**config.mk**
```make
export PLATFORM = sky130hd
export DESIGN_NAME = pipeline_control_flat
export DESIGN_NICKNAME = d
export VERILOG_FILES = /design/src/rtl/pipeline_control_pkg.sv /design/src/rtl/pipeline_control_if.sv /design/src/rtl/pipeline_control_load_use_detect.sv /design/src/rtl/pipeline_control.sv /design/src/flat_wrapper.sv
export SDC_FILE = /design/constraint.sdc
export NUM_CORES = 1
export LEC_CHECK = 0
export ABC_AREA = 0
export CORE_AREA = 2 2 39 41
export DETAILED_ROUTE_END_ITERATION = 6
export DIE_AREA = 0 0 41 43
export PLACE_DENSITY = 0.79
export SYNTH_ARGS = -nofsm -noshare
export SYNTH_HDL_FRONTEND = slang
export SYNTH_SLANG_ARGS = --single-unit
```
**constraint.sdc**
```tcl
create_clock -name CLK -period 2.2 [get_ports CLK]
set_clock_uncertainty 0.15 [all_clocks]
set_input_delay 0.55 -clock CLK [delete_from_list [all_inputs] [get_ports CLK]]
set_output_delay 0.55 -clock CLK [all_outputs]
set_load 0.01 [all_outputs]
```
**src/rtl/pipeline_control_pkg.sv**
```systemverilog
// Shared types for the MIPS pipeline hazard/sequencing controller.
// The optional counters are enabled by PIPE_PERF_CNT_EN.
package pipeline_ctrl_pkg;

    localparam int REGW   = 5;
    localparam int PCNT_W = 32;

    typedef logic [REGW-1:0] regbits_t;

    localparam regbits_t REG_ZERO = '0;

    typedef enum logic [1:0] {
        RUN    = 2'b00,
        DWAIT  = 2'b01,
        HALTED = 2'b10
    } pctrl_state_t;

endpackage

```
**src/rtl/pipeline_control_if.sv**
```systemverilog
// Datapath <-> pipeline controller bundle: stage fields in, register enables/flushes out.
// The datapath is the master; the controller is the slave.
interface pipeline_control_if;
    import pipeline_ctrl_pkg::*;

    logic     ihit;
    logic     dhit;
    logic     exmem_dREN;
    logic     exmem_dWEN;
    logic     idex_dREN;
    regbits_t idex_rt;
    regbits_t ifid_rs;
    regbits_t ifid_rt;
    logic     ifid_uses_rt;
    logic     id_jump;
    logic     ex_redirect;
    logic     memwb_halt;

    logic     pc_en;
    logic     en_ifid, en_idex, en_exmem, en_memwb;
    logic     flush_ifid, flush_idex, flush_exmem, flush_memwb;
    logic     halt;

    modport master (
        output ihit, dhit, exmem_dREN, exmem_dWEN, idex_dREN, idex_rt,
               ifid_rs, ifid_rt, ifid_uses_rt, id_jump, ex_redirect, memwb_halt,
        input  pc_en, en_ifid, en_idex, en_exmem, en_memwb,
               flush_ifid, flush_idex, flush_exmem, flush_memwb, halt
    );

    modport slave (
        input  ihit, dhit, exmem_dREN, exmem_dWEN, idex_dREN, idex_rt,
               ifid_rs, ifid_rt, ifid_uses_rt, id_jump, ex_redirect, memwb_halt,
        output pc_en, en_ifid, en_idex, en_exmem, en_memwb,
               flush_ifid, flush_idex, flush_exmem, flush_memwb, halt
    );

endinterface

```
**src/rtl/pipeline_control_load_use_detect.sv**
```systemverilog
// Load-use hazard: the load in ID/EX writes a register the IF/ID instruction reads.
module load_use_detect
    import pipeline_ctrl_pkg::*;
(
    input  logic     idex_dREN,
    input  regbits_t idex_rt,
    input  regbits_t ifid_rs,
    input  regbits_t ifid_rt,
    input  logic     ifid_uses_rt,
    output logic     hazard
);

    // $zero is never a real dependency
    assign hazard = idex_dREN && (idex_rt != REG_ZERO) &&
                    ((idex_rt == ifid_rs) || (ifid_uses_rt && (idex_rt == ifid_rt)));

endmodule

```
**src/rtl/pipeline_control.sv**
```systemverilog
// Hazard/sequencing controller for the 5-stage pipeline: stalls, bubbles, flushes, halt.
// Define PIPE_PERF_CNT_EN to add the stall_cnt/flush_cnt performance counters.
//
// state  | meaning
// RUN    | normal issue
// DWAIT  | data access outstanding, pipeline frozen, bubbles into MEM/WB
// HALTED | halt retired, everything frozen until reset
module pipeline_control
    import pipeline_ctrl_pkg::*;
(
    input  logic CLK,
    input  logic RST,
    pipeline_control_if.slave pif
`ifdef PIPE_PERF_CNT_EN
    ,
    output logic [PCNT_W-1:0] stall_cnt,
    output logic [PCNT_W-1:0] flush_cnt
`endif
);

    pctrl_state_t state, next_state;
    logic hazard;
    logic dreq;
    logic ihit_eff;
    logic redirect_act;
    logic pc_en;
    logic en_ifid, en_idex, en_exmem, en_memwb;
    logic flush_ifid, flush_idex, flush_exmem, flush_memwb;

    load_use_detect u_lud (
        .idex_dREN    (pif.idex_dREN),
        .idex_rt      (pif.idex_rt),
        .ifid_rs      (pif.ifid_rs),
        .ifid_rt      (pif.ifid_rt),
        .ifid_uses_rt (pif.ifid_uses_rt),
        .hazard       (hazard)
    );

    // the data side owns the shared memory port, so a fetch cannot complete meanwhile
    assign dreq     = pif.exmem_dREN | pif.exmem_dWEN;
    assign ihit_eff = pif.ihit & ~dreq;

    always_ff @(posedge CLK or posedge RST) begin
        if (RST) state <= RUN;
        else     state <= next_state;
    end

    always_comb begin
        next_state   = state;
        pc_en        = 1'b0;
        en_ifid      = 1'b0;
        en_idex      = 1'b0;
        en_exmem     = 1'b0;
        en_memwb     = 1'b0;
        flush_ifid   = 1'b0;
        flush_idex   = 1'b0;
        flush_exmem  = 1'b0;
        flush_memwb  = 1'b0;
        redirect_act = 1'b0;
        if (RST) begin
            next_state  = RUN;
            flush_ifid  = 1'b1;
            flush_idex  = 1'b1;
            flush_exmem = 1'b1;
            flush_memwb = 1'b1;
        end else if (state == HALTED) begin
            next_state = HALTED;
        end else if (pif.memwb_halt) begin
            next_state  = HALTED;
            flush_memwb = 1'b1;
        end else if (dreq && !pif.dhit) begin
            next_state  = DWAIT;
            en_memwb    = 1'b1;
            flush_memwb = 1'b1;
        end else begin
            next_state = RUN;
            pc_en      = 1'b1;
            en_ifid    = 1'b1;
            en_idex    = 1'b1;
            en_exmem   = 1'b1;
            en_memwb   = 1'b1;
            if (hazard) begin
                pc_en      = 1'b0;
                en_ifid    = 1'b0;
                flush_idex = 1'b1;
            end else if (pif.ex_redirect) begin
                flush_ifid   = 1'b1;
                flush_idex   = 1'b1;
                redirect_act = 1'b1;
            end else if (pif.id_jump) begin
                flush_ifid   = 1'b1;
                redirect_act = 1'b1;
            end else if (!ihit_eff) begin
                pc_en      = 1'b0;
                flush_ifid = 1'b1;
            end
        end
    end

    assign pif.pc_en       = pc_en;
    assign pif.en_ifid     = en_ifid;
    assign pif.en_idex     = en_idex;
    assign pif.en_exmem    = en_exmem;
    assign pif.en_memwb    = en_memwb;
    assign pif.flush_ifid  = flush_ifid;
    assign pif.flush_idex  = flush_idex;
    assign pif.flush_exmem = flush_exmem;
    assign pif.flush_memwb = flush_memwb;
    assign pif.halt        = (state == HALTED);

`ifdef PIPE_PERF_CNT_EN
    // saturating counters, frozen once halted
    always_ff @(posedge CLK or posedge RST) begin
        if (RST) begin
            stall_cnt <= '0;
            flush_cnt <= '0;
        end else if (state != HALTED) begin
            if (!pc_en && (stall_cnt != '1)) stall_cnt <= stall_cnt + 1'b1;
            if (redirect_act && (flush_cnt != '1)) flush_cnt <= flush_cnt + 1'b1;
        end
    end
`endif

endmodule

```
**src/flat_wrapper.sv**
```systemverilog
// flat-port wrapper written by rule: the top's interface ports become plain ports
module pipeline_control_flat import pipeline_ctrl_pkg::*;
  (CLK, RST, pif_ihit, pif_dhit, pif_exmem_dREN, pif_exmem_dWEN, pif_idex_dREN, pif_idex_rt, pif_ifid_rs, pif_ifid_rt, pif_ifid_uses_rt, pif_id_jump, pif_ex_redirect, pif_memwb_halt, pif_pc_en, pif_en_ifid, pif_en_idex, pif_en_exmem, pif_en_memwb, pif_flush_ifid, pif_flush_idex, pif_flush_exmem, pif_flush_memwb, pif_halt);
  pipeline_control_if pif_i ();
  input  logic CLK;
  input  logic RST;
  input wire logic [$bits(pif_i.ihit)-1:0] pif_ihit;
  input wire logic [$bits(pif_i.dhit)-1:0] pif_dhit;
  input wire logic [$bits(pif_i.exmem_dREN)-1:0] pif_exmem_dREN;
  input wire logic [$bits(pif_i.exmem_dWEN)-1:0] pif_exmem_dWEN;
  input wire logic [$bits(pif_i.idex_dREN)-1:0] pif_idex_dREN;
  input wire logic [$bits(pif_i.idex_rt)-1:0] pif_idex_rt;
  input wire logic [$bits(pif_i.ifid_rs)-1:0] pif_ifid_rs;
  input wire logic [$bits(pif_i.ifid_rt)-1:0] pif_ifid_rt;
  input wire logic [$bits(pif_i.ifid_uses_rt)-1:0] pif_ifid_uses_rt;
  input wire logic [$bits(pif_i.id_jump)-1:0] pif_id_jump;
  input wire logic [$bits(pif_i.ex_redirect)-1:0] pif_ex_redirect;
  input wire logic [$bits(pif_i.memwb_halt)-1:0] pif_memwb_halt;
  output wire logic [$bits(pif_i.pc_en)-1:0] pif_pc_en;
  output wire logic [$bits(pif_i.en_ifid)-1:0] pif_en_ifid;
  output wire logic [$bits(pif_i.en_idex)-1:0] pif_en_idex;
  output wire logic [$bits(pif_i.en_exmem)-1:0] pif_en_exmem;
  output wire logic [$bits(pif_i.en_memwb)-1:0] pif_en_memwb;
  output wire logic [$bits(pif_i.flush_ifid)-1:0] pif_flush_ifid;
  output wire logic [$bits(pif_i.flush_idex)-1:0] pif_flush_idex;
  output wire logic [$bits(pif_i.flush_exmem)-1:0] pif_flush_exmem;
  output wire logic [$bits(pif_i.flush_memwb)-1:0] pif_flush_memwb;
  output wire logic [$bits(pif_i.halt)-1:0] pif_halt;
  assign pif_i.ihit = pif_ihit;
  assign pif_i.dhit = pif_dhit;
  assign pif_i.exmem_dREN = pif_exmem_dREN;
  assign pif_i.exmem_dWEN = pif_exmem_dWEN;
  assign pif_i.idex_dREN = pif_idex_dREN;
  assign pif_i.idex_rt = pif_idex_rt;
  assign pif_i.ifid_rs = pif_ifid_rs;
  assign pif_i.ifid_rt = pif_ifid_rt;
  assign pif_i.ifid_uses_rt = pif_ifid_uses_rt;
  assign pif_i.id_jump = pif_id_jump;
  assign pif_i.ex_redirect = pif_ex_redirect;
  assign pif_i.memwb_halt = pif_memwb_halt;
  assign pif_pc_en = pif_i.pc_en;
  assign pif_en_ifid = pif_i.en_ifid;
  assign pif_en_idex = pif_i.en_idex;
  assign pif_en_exmem = pif_i.en_exmem;
  assign pif_en_memwb = pif_i.en_memwb;
  assign pif_flush_ifid = pif_i.flush_ifid;
  assign pif_flush_idex = pif_i.flush_idex;
  assign pif_flush_exmem = pif_i.flush_exmem;
  assign pif_flush_memwb = pif_i.flush_memwb;
  assign pif_halt = pif_i.halt;
  pipeline_control u_core (.CLK(CLK), .RST(RST), .pif(pif_i));
endmodule
```
==> flow_summary.yaml, run 1 <==
worst_setup_path:
  slowest_delay_ns: 0.52
  worst_ep_arrival_time_ns: 1.73
  slowest_stage: "or4_4"
  path_max_fanout: 4
  required_ns: 1.50
  crit_type: "input pin to output pin"
  path_cells: "buf_6 -> or4_4 -> o21a_4 -> a31o_1 -> buf_2"
  cp-start-kind: "input pin"
  crit_family: "simple AND/OR/NAND/NOR gates"
  endpoint_kind: "output pin"
  path_buf_inv: 2
route:
  vias: 498
  ant_nets: 0
  routed_via_density: 4.53
  wl_met2_um: 603
  route.detailed.drc: 0
  highest_layer: "met3"
  route.met3.wl_um: 176
  drt-met1-wl_um: 412
  wire_per_inst_um: 10.8
  drtPass1Iterations: 1
  drtIter0Drc: 0
  wl_um: 1190
clocking:
  cts_tree: "built"
  htree_levels: 1
  clock_latency_ns: 0.22
  cts_hold_buffers: 0
  path_clk_slew_ns: 0.03
  cts_sinks: 2
  clockBufferDepth: 2
  cts_root_buf: "clkbuf_4"
  numCtsBuffers: 3
place:
  dp_hpwl_um: 978
  place_congestion: 0.731
  dp_slack_ns: -1.03
  portBuffers: 35
grt:
  grt_max_degree: 7
  grt_pass1_wl_um: 1750
  grt_usage_pct: 14.2
  grt_pass1_vias: 462
  antenna_found_initial: 0
  grt_overflow: 0
floorplanning:
  rows: 14
  die-height_um: 43
  die_x_um: 41
  initial_utilization_pct: 22.9
  io_pins: 36
  die-area_um2: 1760
  core_um2: 1380
finish:
  regMostFlops: "u_core.state"
  fin_nets: 122
  largest_reg_flops: 2
  drive_gt1_share_pct: 47.9
  n_fill_cell: 134
  antenna_cells: 0
  reg.largest.list: "u_core.state: 2 flops"
  syn2layout_area_growth_pct: 161
yosys:
  yosys_register_bits: 2
  avgSynthCellArea_um2: 7.36
  synth_cell_type_count: 23
  ys_seq_area_share_pct: 15.8
  syn-num-nets: 69
  postSynthCellCount: 43
  netlist_area_um2: 317
  synth_warnings: 0
sta:
  fmax_ghz: 0.412
  drv_slew: 0
  slew_headroom_pct: 86.5
  hold_ws_ns: 0.359
  final.period_utilization_pct: 110
  period_minus_slack_ns: 2.43
  setup_tns_ns: -0.717
  rsz0062_at_grt: "true"
  setup_viol_count_final: 4
  hold_viol: 0
  setup_ws_ns: -0.226
  tightest_slew_ns: 0.201
status:
  violations: "negative setup slack"
  outcome: "finished with violations"
power:
  power_leakage_nw: 0.402
  p_sw_share_pct: 29.4
  power_frac_comb_pct: 54.5
  p_seq_share_pct: 15.1
  ir_drop_v: 0.000154
  pwr-share-clk_pct: 30.4
  power_density_nw_per_um2: 318
  p_sw_mw: 0.0773
  p_int_mw: 0.186
hold_path:
  hp-class: "input pin to async pin"
job:
  maxCapViolCount: 0
## cell families (layout without fill, tap and decap cells)
logic type,Yosys count,count (layout),synth area share (%)
AO/OA/AOI/OAI,11,11,24.5
XOR/XNOR,10,10,27.7
buffers and inverters,3,54,5.93
flip-flops,2,2,15.8
AND/OR/NAND/NOR,17,17,26.1
## layout by cell type, fill, tap and decap left out, drive strengths merged, types with 2 or more instances in the layout
| master | synthesis | layout |
|---|---|---|
| buf | 2 | 30 |
| dlygate4sd2 | 0 | 12 |
| xnor2 | 10 | 10 |
| nor2 | 5 | 5 |
| clkdlybuf4s50 | 0 | 5 |
| clkbuf | 0 | 4 |
| nand2 | 3 | 3 |
| nand3 | 2 | 2 |
| a21oi | 2 | 2 |
| dlymetal6s2s | 0 | 2 |
| dfrtp | 2 | 2 |
| nor3 | 2 | 2 |
## area by class of cell
type                    instances  area (µm²)  share of cell area [%]
well taps                      16        20.0                    2.42
flip-flops and latches          2        50.0                    6.06
repair buffers                 50         409                    49.5
clock buffers                   3        22.5                    2.73
inverters                       1        3.75                   0.455
multi-input cells              38         320                    38.8
## synthesized netlist by cell type
cell / number / area [µm²]
and2_1: 1 / 6.26
a211o_1: 1 / 8.76
nor2b_1: 1 / 6.26
nand4_1: 1 / 6.26
a31o_1: 1 / 8.76
or4_1: 1 / 7.51
dfrtp_1: 2 / 50.1
a21oi_1: 2 / 10.0
nor4_1: 1 / 6.26
a21boi_0: 1 / 7.51
o22ai_1: 1 / 6.26
nand2_1: 3 / 11.3
xnor2_1: 10 / 87.6
nor3_1: 2 / 10.0
buf_4: 2 / 15.0
o21a_1: 1 / 7.51
o21ba_2: 1 / 10.0
inv_1: 1 / 3.75
o21ai_0: 1 / 5.00
a31oi_1: 1 / 6.26
nor2_1: 5 / 18.8
nand3_1: 2 / 10.0
a21o_1: 1 / 7.51
## repair_timing
item / CTS / global route
setup endpoints to repair: 10 / 9
pin swaps: 17 / 4
gates resized for setup: 89 / 7
buffers inserted: 1 / 1
## worst min-delay path, stage by stage
cell	delay (ns)
dlymetal6s2s_1	0.16
buf_6	0.15
inv_2	0.07
buf_4	0.11
## per-layer routing
metal / up-vias / GRT usage [%]
li1: 255 / -
met1: 212 / 12.4
met2: 31 / 26.9
met3: 0 / 5.76
met4: 0 / 4.00
met5: - / 0
## power groups by stage
stage	clock network (mW)	registers, mW	logic [mW]
2_1_floorplan	0	0.0395	0.0501
3_3_place_gp	0	0.0396	0.145
3_5_place_dp	0	0.0396	0.147
4_1_cts	0.0848	0.0394	0.140
5_1_grt	0.0900	0.0400	0.157
6_report	0.0799	0.0397	0.143
## final timing paths
path | start | to | slack (ns) | cells after the start
min in group CLK | RST | u_core.state[1] | 0.59 | 3
max reg2reg | u_core.state[0] | u_core.state[0] | 1.03 | 4
max in group asynchronous | RST | u_core.state[1] | 1.45 | 4
min reg2reg | u_core.state[0] | u_core.state[1] | 0.61 | 4
max | pif_idex_rt[3] | pif_flush_idex | -0.23 | 5
min | RST | u_core.state[0] | 0.36 | 4
## stage by stage
step / util (%) / cell area, µm² / std cells / total power, mW
floorplan: - / 329 / 43 / 0.0896
global placement: 57.1 / 790 / 106 / 0.185
detailed placement: 57.1 / 790 / 106 / 0.187
CTS: 57.6 / 797 / 109 / 0.264
global route: 59.7 / 826 / 110 / 0.287
finish: 59.7 / 826 / 110 / 0.263
Power figures use the tool's default switching activity.
==> run 2, diff against run 1 <==
- ABC_AREA: 0 -> unset
- clock period: 2.2 -> 2.5 ns (I/O delays scaled with it)
==> run 2 against run 1 <==
The flow still finishes with violations (negative setup slack). Hold slack better by 0.078 ns. Non-clock buffer count decreased by 5. Routed wire length is 16% higher. Setup slack improved by 0.13 ns. Critical path type unchanged. Sequential share of layout area increased by 0.27 points. Combinational power is 14% lower. Power shrank 10%. Via count down 3.0%. Count of clock-buffer cells in the layout is the same. First-iteration DRC count grew 8. Largest cell class unchanged. Sequential power is 13% lower. Highest routed layer is now met4.
==> flow_summary.yaml, run 2 (synthesis gave the netlist of run 1 again) <==
power:
  power_leakage_nw: 0.369
  ir_drop_v: 0.000177
  power_density_nw_per_um2: 298
job:
  maxCapViolCount: 0
route:
  wire_per_inst_um: 13.2
  drtIter0Drc: 8
  route.detailed.drc: 0
  wl_um: 1390
  vias: 483
  drtPass1Iterations: 4
  ant_nets: 0
  routed_via_density: 4.60
finish:
  largest_reg_flops: 2
  syn2layout_area_growth_pct: 150
  regMostFlops: "u_core.state"
  final_common_cell: "dlygate4sd2_1"
  antenna_cells: 0
  fin_nets: 117
  reg.largest.list: "u_core.state: 2 flops"
  final_cell_mix: "dlygate4sd2_1, buf_4, xnor2_1, buf_2, clkdlybuf4s50_1"
  drive_gt1_share_pct: 38.2
floorplanning:
  io_pins: 36
  rows: 14
  die-area_um2: 1760
  die_x_um: 41
  die-height_um: 43
  initial_utilization_pct: 22.9
  core_um2: 1380
place:
  dp_hpwl_um: 1080
  portBuffers: 35
  place_congestion: 0.768
  dp_slack_ns: -0.821
worst_setup_path:
  path_max_fanout: 4
  reg2regPathDepth: 3
  regToRegEndpoint: "u_core.state[0]"
  worst_ep_arrival_time_ns: 1.82
  cp-start-kind: "input pin"
  r2r-start: "u_core.state[0]"
  regToRegSetupSlack_ns: 1.28
  endpoint_kind: "output pin"
  crit_type: "input pin to output pin"
  required_ns: 1.73
clocking:
  htree_levels: 1
  cts_root_buf: "clkbuf_4"
  cts_sinks: 2
  numCtsBuffers: 3
  path_clk_slew_ns: 0.03
  clockBufferDepth: 2
  clock_latency_ns: 0.24
  cts_tree: "built"
grt:
  grt_pass1_vias: 493
  grt_overflow: 0
  antenna_found_initial: 0
  use_met3_pct: 1.57
  grt_usage_pct: 16.4
  grtUsageMet2_pct: 28.7
  grt_busiest_layer: "met2"
  grt_pass1_wl_um: 1900
  grt_max_degree: 7
  use_met1_pct: 16.3
sta:
  rsz0062_at_grt: "true"
  tightest_slew_ns: 0.404
  slew_headroom_pct: 73.0
  drv_slew: 0
  hold_viol: 0
  setup_tns_ns: -0.152
  setup_ws_ns: -0.0926
  final.period_utilization_pct: 104
  setup_viol_count_final: 4
  period_minus_slack_ns: 2.59
  fmax_ghz: 0.386
  hold_ws_ns: 0.437
hold_path:
  hold_path_end: "u_core.state[1]"
  hp-start: "u_core.state[0]"
  hp-class: "register to register"
  hold_depth: 3
status:
  violations: "negative setup slack"
  outcome: "finished with violations"
[run 2: cell type report]
type | count | area, µm²
Inverter | 1 | 3.75
Multi-Input combinational cell | 38 | 320
Fill cell | 115 | 593
Tap cell | 16 | 20.0
Sequential cell | 2 | 50.0
Timing Repair Buffer | 45 | 374
Clock buffer | 3 | 22.5
[run 2: layer usage]
metal / wire length (µm) / vias up
li1: - / 244
met1: 492 / 218
met2: 781 / 17
met3: 78 / 4
met4: 32 / 0
met5: 0 / -
[run 2: repair_timing]
item | in CTS | in global routing
buffers inserted | 0 | 0
resized for setup | 72 | 7
endpoints found under the setup margin | 9 | 8
hold buffers | 0 | 0
pin swaps | 21 | 7
[run 2: per-stage QoR]
stage	cells	power, mW	area [µm²]	util, %
finish	105	0.236	791	57.1
global route	105	0.249	791	57.1
CTS	105	0.232	759	54.9
detailed placement	102	0.159	753	54.4
global placement	102	0.156	753	54.4
floorplan	43	0.0776	323	-
[run 2: critical path: stages]
cell	delay, ns
buf_6	0.09
or4_4	0.52
o21a_4	0.22
a31o_1	0.22
buf_2	0.14
[run 2: worst max path at each step]
stage	start	to	slack (ns)	cells past startpoint
floorplan	pif_idex_rt[0]	pif_en_ifid	0.08	3
global placement	pif_idex_rt[0]	pif_en_ifid	-0.80	5
detailed placement	pif_idex_rt[0]	pif_en_ifid	-0.82	5
CTS	pif_idex_rt[3]	pif_flush_idex	-0.10	5
global route	pif_ifid_rt[1]	pif_flush_idex	-0.12	6
finish	pif_idex_rt[3]	pif_flush_idex	-0.09	5
[run 2: where the power goes]
part	total (mW)	switching (mW)	leakage (nW)	internal, mW
logic	0.123	0.0522	0.329	0.0707
registers	0.0346	0.000374	0.0262	0.0342
clock network	0.0785	0.0250	0.0138	0.0535
total	0.236	0.0776	0.369	0.158
